File: config.mk
export PLATFORM = sky130hd
export DESIGN_NAME = axis_cmd_gpio
export DESIGN_NICKNAME = d
export VERILOG_FILES = /design/src/rtl/axis_gpio_pkg.sv /design/src/rtl/ascii_hex_decode.sv /design/src/rtl/axis_cmd_gpio.sv
export SDC_FILE = /design/constraint.sdc
export NUM_CORES = 1
export LEC_CHECK = 0
export ABC_AREA = 1
export CAP_MARGIN = 40
export CORE_ASPECT_RATIO = 1.25
export CORE_MARGIN = 1.5
export CORE_UTILIZATION = 55
export DETAILED_ROUTE_END_ITERATION = 8
export PLACE_DENSITY = 0.79
export SYNTH_ARGS = -nofsm -noshare
export SYNTH_HDL_FRONTEND = slang
export SYNTH_HIERARCHICAL = 1
export SYNTH_SLANG_ARGS = --single-unit
File: constraint.sdc
create_clock -name s00_axis_aclk -period 2.7 [get_ports s00_axis_aclk]
set_input_delay 0.54 -clock s00_axis_aclk [delete_from_list [all_inputs] [get_ports s00_axis_aclk]]
set_output_delay 0.54 -clock s00_axis_aclk [all_outputs]
set_load 0.02 [all_outputs]
File: src/rtl/axis_gpio_pkg.sv
// Shared definitions for the ASCII command-to-GPIO parser.
//   ASCII_CR / ASCII_LF : the two line terminators
//   parse_state_e       : parser states (PREFIX, DIGITS, EOL_WAIT, DISCARD)
//   hex_nibble()        : ASCII byte -> {valid, nibble[3:0]}, case-insensitive
package axis_gpio_pkg;

    localparam logic [7:0] ASCII_CR = 8'h0D;
    localparam logic [7:0] ASCII_LF = 8'h0A;

    typedef enum logic [1:0] {
        PREFIX   = 2'd0,
        DIGITS   = 2'd1,
        EOL_WAIT = 2'd2,
        DISCARD  = 2'd3
    } parse_state_e;

    // Bit 4 flags a valid hex character; bits 3:0 hold its value.
    // Letters: low nibble of 'A'/'a' is 1, so adding 9 yields 10.
    function automatic logic [4:0] hex_nibble(input logic [7:0] b);
        logic [4:0] r;
        r = '0;
        if (b >= 8'h30 && b <= 8'h39) begin
            r = {1'b1, b[3:0]};
        end else if ((b >= 8'h41 && b <= 8'h46) || (b >= 8'h61 && b <= 8'h66)) begin
            r = {1'b1, b[3:0] + 4'd9};
        end
        return r;
    endfunction

endpackage

File: src/rtl/ascii_hex_decode.sv
// Combinational classifier for one ASCII byte.
//   byte_i    : incoming character
//   is_hex_o  : byte is [0-9A-Fa-f]
//   nibble_o  : value of the hex digit (0 when not hex)
//   is_eol_o  : byte is CR or LF
module ascii_hex_decode
    import axis_gpio_pkg::*;
(
    input  logic [7:0] byte_i,
    output logic       is_hex_o,
    output logic [3:0] nibble_o,
    output logic       is_eol_o
);

    logic [4:0] hex_w;

    assign hex_w    = hex_nibble(byte_i);
    assign is_hex_o = hex_w[4];
    assign nibble_o = hex_w[3:0];
    assign is_eol_o = (byte_i == ASCII_CR) || (byte_i == ASCII_LF);

endmodule

File: src/rtl/axis_cmd_gpio.sv
// AXI-Stream slave that parses "LED=0xHHHH<CR|LF>" text lines and drives the
// decoded value on a registered GPIO bus. Malformed lines are dropped and
// counted without touching the GPIO outputs.
//   s00_axis_aclk / s00_axis_aresetn : clock, async active-low reset
//   s00_axis_tdata/tvalid/tlast      : byte stream input
//   s00_axis_tready                  : registered, 1 from the first clock after reset
//   gpio_out                         : last committed value
//   cmd_done / cmd_err               : 1-cycle pulses for commit / rejected line
//   err_count                        : saturating count of rejected lines
// Handshake: a byte is consumed on a rising edge where tvalid & tready are both
// high; tready never drops after reset, so every beat completes in one cycle.
// tlast acts as an implicit end-of-line after the byte's own effect.
module axis_cmd_gpio
    import axis_gpio_pkg::*;
#(
    parameter int                        PREFIX_CHARS  = 6,
    parameter logic [8*PREFIX_CHARS-1:0] PREFIX_STRING = "LED=0x",
    parameter int                        GPIO_WIDTH    = 16,
    parameter logic [GPIO_WIDTH-1:0]     GPIO_INIT     = '0,
    parameter int                        AXI_WIDTH     = 8
) (
    input  logic                  s00_axis_aclk,
    input  logic                  s00_axis_aresetn,
    input  logic [AXI_WIDTH-1:0]  s00_axis_tdata,
    input  logic                  s00_axis_tvalid,
    input  logic                  s00_axis_tlast,
    output logic                  s00_axis_tready,
    output logic [GPIO_WIDTH-1:0] gpio_out,
    output logic                  cmd_done,
    output logic                  cmd_err,
    output logic [7:0]            err_count
);

    localparam int HEX_DIGITS = (GPIO_WIDTH + 3) / 4;
    localparam int ACC_W      = 4 * HEX_DIGITS;
    localparam int IDX_W      = $clog2(PREFIX_CHARS + 1);
    localparam int CNT_W      = $clog2(HEX_DIGITS + 1);

    parse_state_e          state_q, state_d;
    logic [IDX_W-1:0]      idx_q, idx_d;
    logic [CNT_W-1:0]      cnt_q, cnt_d;
    logic [ACC_W-1:0]      acc_q, acc_d;
    logic [GPIO_WIDTH-1:0] gpio_q;
    logic                  done_q, err_q, tready_q;
    logic [7:0]            err_cnt_q;

    logic       beat, commit, err;
    logic [7:0] byte_w, prefix_char;
    logic       is_hex, is_eol;
    logic [3:0] nibble;

    assign byte_w = s00_axis_tdata[7:0];
    assign beat   = s00_axis_tvalid & tready_q;

    ascii_hex_decode u_dec (
        .byte_i   (byte_w),
        .is_hex_o (is_hex),
        .nibble_o (nibble),
        .is_eol_o (is_eol)
    );

    // First prefix character lives in the most significant byte.
    assign prefix_char = PREFIX_STRING[8*(PREFIX_CHARS-1-int'(idx_q)) +: 8];

    always_comb begin
        state_d = state_q;
        idx_d   = idx_q;
        cnt_d   = cnt_q;
        acc_d   = acc_q;
        commit  = 1'b0;
        err     = 1'b0;
        if (beat) begin
            case (state_q)
                PREFIX: begin
                    if (byte_w == prefix_char) begin
                        if (idx_q == IDX_W'(PREFIX_CHARS - 1)) begin
                            state_d = DIGITS;
                            idx_d   = '0;
                            cnt_d   = '0;
                            acc_d   = '0;
                        end else begin
                            idx_d = idx_q + IDX_W'(1);
                        end
                        // Packet ended part-way through a command line.
                        if (s00_axis_tlast) begin
                            err     = 1'b1;
                            state_d = PREFIX;
                            idx_d   = '0;
                        end
                    end else if (is_eol && idx_q == '0) begin
                        // Blank line or second half of CRLF: nothing to do.
                        state_d = PREFIX;
                    end else begin
                        err     = 1'b1;
                        idx_d   = '0;
                        state_d = (is_eol || s00_axis_tlast) ? PREFIX : DISCARD;
                    end
                end
                DIGITS: begin
                    if (is_hex) begin
                        acc_d = {acc_q[ACC_W-5:0], nibble};
                        cnt_d = cnt_q + CNT_W'(1);
                        if (cnt_q == CNT_W'(HEX_DIGITS - 1)) begin
                            if (s00_axis_tlast) begin
                                commit  = 1'b1;
                                state_d = PREFIX;
                            end else begin
                                state_d = EOL_WAIT;
                            end
                        end else if (s00_axis_tlast) begin
                            err     = 1'b1;
                            state_d = PREFIX;
                        end
                    end else begin
                        err     = 1'b1;
                        state_d = (is_eol || s00_axis_tlast) ? PREFIX : DISCARD;
                    end
                end
                EOL_WAIT: begin
                    if (is_eol) begin
                        commit  = 1'b1;
                        state_d = PREFIX;
                    end else begin
                        err     = 1'b1;
                        state_d = s00_axis_tlast ? PREFIX : DISCARD;
                    end
                end
                DISCARD: begin
                    if (is_eol || s00_axis_tlast) begin
                        state_d = PREFIX;
                    end
                end
                default: begin
                    state_d = PREFIX;
                    idx_d   = '0;
                end
            endcase
        end
    end

    always_ff @(posedge s00_axis_aclk or negedge s00_axis_aresetn) begin
        if (!s00_axis_aresetn) begin
            state_q   <= PREFIX;
            idx_q     <= '0;
            cnt_q     <= '0;
            acc_q     <= '0;
            gpio_q    <= GPIO_INIT;
            done_q    <= 1'b0;
            err_q     <= 1'b0;
            err_cnt_q <= 8'd0;
            tready_q  <= 1'b0;
        end else begin
            state_q  <= state_d;
            idx_q    <= idx_d;
            cnt_q    <= cnt_d;
            acc_q    <= acc_d;
            tready_q <= 1'b1;
            done_q   <= commit;
            err_q    <= err;
            // acc_d already includes the final digit when tlast commits.
            if (commit) begin
                gpio_q <= acc_d[GPIO_WIDTH-1:0];
            end
            if (err && err_cnt_q != 8'hFF) begin
                err_cnt_q <= err_cnt_q + 8'd1;
            end
        end
    end

    assign s00_axis_tready = tready_q;
    assign gpio_out        = gpio_q;
    assign cmd_done        = done_q;
    assign cmd_err         = err_q;
    assign err_count       = err_cnt_q;

endmodule

==> flow_summary.ini <==
[clock_network]
cts.repair.resized = 0
cts_setup_buffers = 0
clockBufferDepth = 2
cts-root-buf = clkbuf_8
postCtsHoldBufs = 0
cts_tree = done
cts_buffers = 5
clk_pin_slew_ns = 0.10
h-tree-depth = 2
worstSkewPairLatency_ns = 0.31
clock-sinks = 51

[timing]
finClkSkew_ns = 0.00906
maxSlewViolCount = 0
worst_pin_slew_ns = 0.635
tns_ns = 0
relSlewSlack_pct = 57.6
fin_ws_ns = 0.304
finalSetupViolations = 0
finalCritPeriodShare_pct = 88.7
hold_violations = 0
max_freq_mhz = 417
grt_setup_unrepaired = no
fin_crit_ns = 2.40

[floorplanning]
start_util_pct = 58.0
die_y_um = 85.7
die_w_um = 69.2
ioPinCount = 39
core_area_um2 = 5190
dieArea_um2 = 5930
num_rows = 29

[routing]
dr_total_vias = 2653
vias_per_cell = 5.26
drt-wirelength-per-cell_um = 13.2
drt-initial-drc-count = 95
ant_nets = 0
drc = 0
drt-total-wl_um = 6660
firstDrtPassIters = 4

[place]
gp_congestion = 0.845
place_ws_ns = 0.0268
numPortBuffers = 38
place_inst = 496
dp_hpwl_um = 4820

[yosys]
synthCells = 383
yosys.area.top_type = dfrtp_1
synth_area_leaders = dfrtp_1 (42%), nand2_1 (16%), ha_1 (6.2%), nand3_1 (4.3%), inv_1 (3.7%)
ys_types = 36
yosysTopAreaCellShare_pct = 42.4
postSynthNetCount = 410
synth_seq_cells = 51
seq_area_frac_synth_pct = 42.4
ys_warn_count = 6
synth_area_um2 = 3010
syn_avg_cell_area_um2 = 7.86

[layout]
finalNetCount = 468
ff_latch_area_um2 = 1280
multi_input_area_um2 = 1530
drive_gt1_share_pct = 13.3
nFillCells = 406
antenna_cells = 0
syn_to_final_growth_pct = 21.8
fin_util_pct = 70.7
fin_cells = 504

[pwr]
powerDensity_nw_per_um2 = 631
total_power_mw = 2.32
leakage_nw = 1.83
peakVddDrop_mv = 0.501

[global_routing]
grt_pass1_wl_um = 11600
first_global_vias = 2605
grt-ovfl-total = 0
grt_start_max_net_pins = 52
grt.total_usage_pct = 24.0
antenna_found_initial = 0

[setup_path]
criticalPathCategory = reg2reg
path_delay_family = simple AND/OR/NAND/NOR gates
max_stage_delay_ns = 0.51
cp-end-kind = flop
path_max_fanout = 9
reg2reg_setup_slack_ns = 0.30
start_kind = flop
slowest_stage = dfrtp_1
cp_common_cell = nand2_1
critPathArrivalTime_ns = 2.59
required_ns = 2.89
critPathBufInv = 1
cp_cell_sequence = inv_2 > ha_1 > nor2_2 > nand2_1 > nand2_1 > nand2_1 > nor2_1 > nand3_1 > o21bai_4 > nand3_2 > nand2_4 > nand3_4 > nand2_1 > nand2_1

[outcome]
status = complete, no violations

[run]
cap_violations = 0

[min_path]
min_path_type = in2async
-- flip-flops by register name, summed over array words and instances (netlist names), 2 cells and up --
name / flops
acc_q: 16
gpio_out: 16
err_count: 8
cnt_q: 3
idx_q: 3
state_q: 2
-- report_power, final --
| group | internal [mW] | switching (mW) | leakage, nW |
|---|---|---|---|
| clock | 0.210 | 0.261 | 0.0474 |
| sequential | 0.889 | 0.134 | 0.690 |
| combinational | 0.316 | 0.505 | 1.10 |
-- cells by family (layout without fill, tap and decap cells) --
kind of cell	count (synthesis)	in the layout	share of synthesized area [%]
compound gates	56	56	11.7
fa+ha+maj	15	15	6.23
mux	1	1	0.332
other cells	1	1	0.125
buf+inv	48	107	6.94
xor+xnor	7	7	2.04
flops	51	51	42.4
simple gates	204	204	30.3
-- layer usage --
| metal | wire, um | GRT usage [%] |
|---|---|---|
| met1 | 2920 | 30.0 |
| met2 | 3380 | 42.2 |
| met3 | 249 | 3.64 |
| met4 | 109 | 9.09 |
| met5 | 0 | 0 |
-- metrics by stage --
step | area (um^2) | hold WS (ns)
after detailed placement | 3570 | 0.469
after CTS | 3670 | 0.349
after global routing | 3670 | 0.384
final | 3670 | 0.321
after global placement | 3570 | 0.463
after floorplan | 3010 | 0.244
-- synth_stat cells, drive strengths merged --
cell,number
nand2,136
dfrtp,51
inv,38
o21ai,34
nand3,29
nor2,23
ha,15
nand4,11
a22oi,10
a21oi,7
buf,6
xor2,4
clkbuf,3
xnor2,3
a21boi,2
nand3b,2
nor3,2
a311oi,1
a31oi,1
clkinv,1
conb,1
mux2i,1
o21bai,1
or2,1
-- placed cells by master, fill, tap and decap left out, types with 2 or more instances in the layout --
cell type / instances
a21boi_0: 2
nand2_1: 132
xnor2_1: 3
inv_1: 30
buf_4: 22
nand3b_1: 2
nand3_2: 2
a22oi_1: 10
inv_2: 7
clkbuf_8: 6
nor2_4: 2
a21oi_1: 7
nand2_2: 2
ha_1: 15
dfrtp_1: 51
nor2_2: 3
o21ai_1: 10
o21ai_0: 18
o21ai_2: 6
nand3_1: 26
nand4_1: 11
clkdlybuf4s50_1: 37
xor2_1: 4
nand2_4: 2
nor2_1: 18
-- final timing paths --
check,to,startpoint,depth (start not counted)
worst max register to register,err_count[5]$_DFFE_PN0P_,idx_q[1]$_DFFE_PN0P_,14
worst min-delay path,gpio_out[11]$_DFFE_PN0P_,s00_axis_aresetn,2
max in group asynchronous,err_count[4]$_DFFE_PN0P_,s00_axis_aresetn,2
min in group s00_axis_aclk,gpio_out[2]$_DFFE_PN0P_,gpio_out[2]$_DFFE_PN0P_,2
worst max-delay path,err_count[5]$_DFFE_PN0P_,idx_q[1]$_DFFE_PN0P_,14
worst min register to register,gpio_out[2]$_DFFE_PN0P_,gpio_out[2]$_DFFE_PN0P_,2
-- layout make-up --
type	instances	share of cell area, %
Clock inverter	2	0.443
Sequential cell	51	34.8
Tap cell	62	2.11
Multi-Input combinational cell	284	41.6
Timing Repair Buffer	60	14.7
Inverter	39	4.06
Clock buffer	6	2.25
No activity file was read; power rests on OpenSTA's default activity.
